## config.mk

```make
export PLATFORM = sky130hd
export DESIGN_NAME = mc_main_control_fsm
export DESIGN_NICKNAME = d
export VERILOG_FILES = /design/src/rtl/mc_main_control_fsm.sv
export SDC_FILE = /design/constraint.sdc
export NUM_CORES = 1
export LEC_CHECK = 0
export ABC_AREA = 0
export BUFFER_PORTS_ARGS = -buffer_cell sky130_fd_sc_hd__buf_4
export CAP_MARGIN = 10
export CORE_MARGIN = 1
export CORE_UTILIZATION = 45
export CTS_CLUSTER_DIAMETER = 200
export DETAILED_ROUTE_END_ITERATION = 8
export GPL_ROUTABILITY_DRIVEN = 0
export HOLD_SLACK_MARGIN = 0.1
export PLACE_DENSITY_LB_ADDON = 0.3
export SETUP_SLACK_MARGIN = 0.02
export SLEW_MARGIN = 40
export SYNTH_ARGS = -nofsm -noshare
export SYNTH_HDL_FRONTEND = slang
export SYNTH_SLANG_ARGS = --single-unit
```

## constraint.sdc

```tcl
create_clock -name clk -period 1.65 [get_ports clk]
set_clock_uncertainty 0.15 [all_clocks]
set_input_delay 0.33 -clock clk [delete_from_list [all_inputs] [get_ports clk]]
set_output_delay 0.33 -clock clk [all_outputs]
set_load 0.01 [all_outputs]
```

## src/rtl/mc_main_control_fsm.sv

```systemverilog
// mc_main_control_fsm: multicycle MIPS main control FSM (fetch/decode/execute/mem/writeback).
// Define MC_JUMP_EN to add the JUMP state for the j instruction; otherwise j decodes as illegal.
module mc_main_control_fsm #(
   parameter int         STATE_W  = 4,
   parameter logic [5:0] OP_RTYPE = 6'h00,
   parameter logic [5:0] OP_LW    = 6'h23,
   parameter logic [5:0] OP_SW    = 6'h2B,
   parameter logic [5:0] OP_BEQ   = 6'h04,
   parameter logic [5:0] OP_ADDI  = 6'h08,
   parameter logic [5:0] OP_J     = 6'h02
) (
   input  logic       clk,
   input  logic       rst,
   input  logic [5:0] opcode,
   input  logic       zero,
   input  logic       mem_ready,
   output logic       IorD,
   output logic       MemWrite,
   output logic       IRWrite,
   output logic       RegDst,
   output logic       MemtoReg,
   output logic       RegWrite,
   output logic       ALUSrcA,
   output logic [1:0] ALUSrcB,
   output logic [1:0] ALUOp,
   output logic [1:0] PCSrc,
   output logic       PCEn,
   output logic       illegal_op
);
   typedef enum logic [STATE_W-1:0] {
      S_RESET    = STATE_W'(0),
      S_FETCH    = STATE_W'(1),
      S_DECODE   = STATE_W'(2),
      S_MEMADR   = STATE_W'(3),
      S_MEMREAD  = STATE_W'(4),
      S_MEMWB    = STATE_W'(5),
      S_MEMWRITE = STATE_W'(6),
      S_EXECUTE  = STATE_W'(7),
      S_ALUWB    = STATE_W'(8),
      S_BRANCH   = STATE_W'(9),
      S_ADDIEX   = STATE_W'(10),
`ifdef MC_JUMP_EN
      S_ADDIWB   = STATE_W'(11),
      S_JUMP     = STATE_W'(12)
`else
      S_ADDIWB   = STATE_W'(11)
`endif
   } state_t;

   state_t     r_state, w_next, w_ns;
   logic       r_iord, r_memwrite, r_fetch, r_regdst, r_memtoreg, r_regwrite, r_alusrca;
   logic       r_pcwrite, r_branch, r_decode;
   logic [1:0] r_alusrcb, r_aluop, r_pcsrc;
   logic       w_iord, w_memwrite, w_fetch, w_regdst, w_memtoreg, w_regwrite, w_alusrca;
   logic       w_pcwrite, w_branch, w_decode;
   logic [1:0] w_alusrcb, w_aluop, w_pcsrc;
   logic       w_is_j, w_known, w_legal;

   assign w_is_j  = (opcode == OP_J);
   assign w_known = (opcode == OP_LW) || (opcode == OP_SW) || (opcode == OP_RTYPE) ||
                    (opcode == OP_BEQ) || (opcode == OP_ADDI);
`ifdef MC_JUMP_EN
   assign w_legal = w_known | w_is_j;
`else
   assign w_legal = w_known & ~w_is_j;
`endif

   always_comb begin
      w_next = S_FETCH;
      case (r_state)
         S_FETCH:    w_next = mem_ready ? S_DECODE : S_FETCH;
         S_DECODE:   w_next = (opcode == OP_LW || opcode == OP_SW) ? S_MEMADR :
                              (opcode == OP_RTYPE) ? S_EXECUTE :
                              (opcode == OP_BEQ)   ? S_BRANCH  :
                              (opcode == OP_ADDI)  ? S_ADDIEX  : S_FETCH;
         S_MEMADR:   w_next = (opcode == OP_LW) ? S_MEMREAD : S_MEMWRITE;
         S_MEMREAD:  w_next = mem_ready ? S_MEMWB : S_MEMREAD;
         S_MEMWRITE: w_next = mem_ready ? S_FETCH : S_MEMWRITE;
         S_EXECUTE:  w_next = S_ALUWB;
         S_ADDIEX:   w_next = S_ADDIWB;
         default:    w_next = S_FETCH;
      endcase
`ifdef MC_JUMP_EN
      if (r_state == S_DECODE && w_is_j) w_next = S_JUMP;
`endif
      w_ns = rst ? S_RESET : w_next;
   end

   // Outputs are decoded from the next state and registered, so they line up with r_state.
   always_comb begin
      w_iord     = 1'b0;
      w_memwrite = 1'b0;
      w_fetch    = 1'b0;
      w_regdst   = 1'b0;
      w_memtoreg = 1'b0;
      w_regwrite = 1'b0;
      w_alusrca  = 1'b0;
      w_pcwrite  = 1'b0;
      w_branch   = 1'b0;
      w_decode   = 1'b0;
      w_alusrcb  = 2'b00;
      w_aluop    = 2'b00;
      w_pcsrc    = 2'b00;
      case (w_ns)
         S_FETCH:    begin w_fetch = 1'b1; w_alusrcb = 2'b01; end
         S_DECODE:   begin w_decode = 1'b1; w_alusrcb = 2'b11; end
         S_MEMADR:   begin w_alusrca = 1'b1; w_alusrcb = 2'b10; end
         S_MEMREAD:  w_iord = 1'b1;
         S_MEMWB:    begin w_memtoreg = 1'b1; w_regwrite = 1'b1; end
         S_MEMWRITE: begin w_iord = 1'b1; w_memwrite = 1'b1; end
         S_EXECUTE:  begin w_alusrca = 1'b1; w_aluop = 2'b10; end
         S_ALUWB:    begin w_regdst = 1'b1; w_regwrite = 1'b1; end
         S_BRANCH:   begin w_alusrca = 1'b1; w_aluop = 2'b01; w_pcsrc = 2'b01; w_branch = 1'b1; end
         S_ADDIEX:   begin w_alusrca = 1'b1; w_alusrcb = 2'b10; end
         S_ADDIWB:   w_regwrite = 1'b1;
`ifdef MC_JUMP_EN
         S_JUMP:     begin w_pcsrc = 2'b10; w_pcwrite = 1'b1; end
`endif
         default:    w_iord = 1'b0;
      endcase
   end

   always_ff @(posedge clk) begin
      r_state    <= w_ns;
      r_iord     <= w_iord;
      r_memwrite <= w_memwrite;
      r_fetch    <= w_fetch;
      r_regdst   <= w_regdst;
      r_memtoreg <= w_memtoreg;
      r_regwrite <= w_regwrite;
      r_alusrca  <= w_alusrca;
      r_pcwrite  <= w_pcwrite;
      r_branch   <= w_branch;
      r_decode   <= w_decode;
      r_alusrcb  <= w_alusrcb;
      r_aluop    <= w_aluop;
      r_pcsrc    <= w_pcsrc;
   end

   assign IorD       = r_iord;
   assign MemWrite   = r_memwrite;
   assign IRWrite    = r_fetch & mem_ready;
   assign RegDst     = r_regdst;
   assign MemtoReg   = r_memtoreg;
   assign RegWrite   = r_regwrite;
   assign ALUSrcA    = r_alusrca;
   assign ALUSrcB    = r_alusrcb;
   assign ALUOp      = r_aluop;
   assign PCSrc      = r_pcsrc;
   assign PCEn       = (r_fetch & mem_ready) | r_pcwrite | (r_branch & zero);
   assign illegal_op = r_decode & ~w_legal;
endmodule

```

==> metrics <==
syn_nets 102; drt wl/cell 17.45 um; crit share post-route 1.118; sequential area share after synthesis 0.3596; dpl ws -308.1 ps; most frequent cells in the layout buf_4 (43), dfxtp_1 (12), nor2_1 (8), buf_6 (8); violated checks setup timing; worst endpoint required time 1720 ps; root buffer cell clkbuf_4; Die Width 46.50 um; CTS tree done; post-DP HPWL 1689 um; core area 1783 um2; # IOs 25; fin crit period 1845 ps; DRT Wirelength 2914 um; Reg area 332.8 um2; crit path launch r_state[3]; final setup TNS -1753 ps; post-synth cell types 46; diodes inserted 0; Fmax 541.9 MHz; Num CTS Buffers 3; final hold vios 0; GRT Util Overall 0.2570; Die Y 46.50 um; DR vias 891; max-cap viol count 0; post-route ant nets 0; Post-synth EDFFs 0; P_leak 0.0006274 uW; largest net degree at the start of global routing 12; HP Class input port to flop; Post-DP Area 1179 um2; outcome finished, violations left; Layout Nets 153; drt pass-1 iters 4; DRC viols 0; Initial Util 0.4996; clock buffer depth 2; YS warnings 0; unrepaired setup endpoints after global routing yes; Post-synth top flop dfxtp_1; Startpoint Class flop; H-tree Lvls 1; area occupied by multi-input gates 613.1 um2; number of global-route vias before repair 822; commonest non-fill, non-tap cell in the layout buf_4; Worst-path clk slew 110 ps; share of layout cells above drive strength 1 0.6408; clock latency on the worst-skew pair 300 ps; r2r startpoint r_state[3]; worst vdd rail ir drop 0.4811 mV; CP Max Fanout 7; final worst slack -195.3 ps; vias per cell 5.335; Die Area 2162 um2; initial antenna violation count 0; gr ovfl total 0; CP endpoint kind flop; # setup viols final 14; Port Buf Inserts 23; Starting DRT DRC Count 26; Fillers 98; fraction of registers with async set/reset 0; Area growth syn-to-layout 64.19%; clk sink count 16; FP Rows 15; PD cells 594.9 nW/um2; reg2reg path depth 7; first-pass GRT wire length 3801 um; Worst R2R End ALUSrcB[0]; pins over their slew limit 0; Cell Area, Synth 890.9 um2; worst path arrival time 1920 ps; r2r setup slk -200 ps; fin area 1463 um2; Synth Instances 92; Critical path destination ALUSrcB[0]; Pwr Total 870.1 uW; CP Class flop to flop; syn_area_per_cell 9.683 um2; Util after Layout 0.8204; #FFs+latches synth 16
## report_power, final
| part | leakage [uW] | total, uW | switching [uW] | internal, uW |
|---|---|---|---|---|
| sequential | 0.000133 | 403 | 9.85 | 393 |
| clock | 0.0000210 | 267 | 132 | 134 |
| combinational | 0.000474 | 201 | 89.3 | 112 |
| total | 0.000627 | 870 | 231 | 639 |
## how the worst min path moves through the flow
stage | depth (start not counted) | slack [ps] | start | end
finish | 5 | 390 | opcode[4] | r_state[3]
global route | 5 | 400 | opcode[4] | r_state[3]
global placement | 2 | 390 | rst | r_state[0]
CTS | 5 | 370 | rst | r_state[3]
detailed placement | 2 | 390 | rst | r_state[0]
floorplan | 1 | 280 | rst | r_state[0]
## cell usage after synthesis (2+ instances only)
library cell	count	area, um2
and3_1	2	12.51
buf_6	3	33.78
nand2_1	4	15.01
mux2i_1	2	20.02
nor3b_1	4	30.03
o21ai_0	4	20.02
nor2_1	12	45.04
nor2b_1	4	25.02
dfxtp_1	16	320.3
nand2b_1	2	12.51
inv_1	2	7.510
buf_4	3	22.52
## cell type report
cell class / instances / area share
Clock buffer: 4 / 0.02481
Timing Repair Buffer: 53 / 0.2994
Tap cell: 25 / 0.02139
Multi-Input combinational cell: 66 / 0.4192
Inverter: 3 / 0.007699
Sequential cell: 16 / 0.2275
## cells by family (layout without fill, tap and decap cells)
family	after synthesis	count (layout)	share of synthesized area
other	1	1	0.004209
and+or+nand+nor	45	45	0.3343
DFF	16	16	0.3596
AOI/OAI and AO/OA	16	16	0.1784
xor gates and xnor gates	2	2	0.01967
buffers and inverters	10	60	0.08145
muxes	2	2	0.02247
## layer usage
layer	global-route usage	up-vias	share of wire
met5	0	-	0
met1	0.3176	428	0.42
met2	0.4222	35	0.51
met3	0.05098	11	0.038
li1	-	417	-
met4	0.1176	0	0.033
## sequential cells by signal, indices dropped and copies added, names as in the netlist
name      count
r_state       4
ALUSrcB       2
ALUOp         1
ALUSrcA       1
IorD          1
MemWrite      1
MemtoReg      1
PCSrc         1
RegDst        1
RegWrite      1
r_decode      1
r_fetch       1
## repair_timing
item / in CTS / in global routing
gates resized for setup: 29 / 16
buffers inserted: 6 / 7
hold buffers: 1 / 0
pin swaps: 8 / 15
endpoints found under the setup margin: 15 / 14
endpoints found under the hold margin: 1 / 0
## critical path, cell delays in order, from the launching register on
cell	delay, ps
dfxtp_4	390
nor4b_4	270
buf_4	180
o211ai_1	120
nand4_1	150
and2b_2	230
nand2_1	130
a21oi_2	150
## through the flow
| step | hold slack [ps] | cells |
|---|---|---|
| global route | 402.6 | 167 |
| floorplan | 276.0 | 92 |
| CTS | 367.7 | 161 |
| finish | 385.1 | 167 |
| global placement | 393.8 | 150 |
| detailed placement | 391.6 | 150 |
Power figures use the tool's default switching activity.
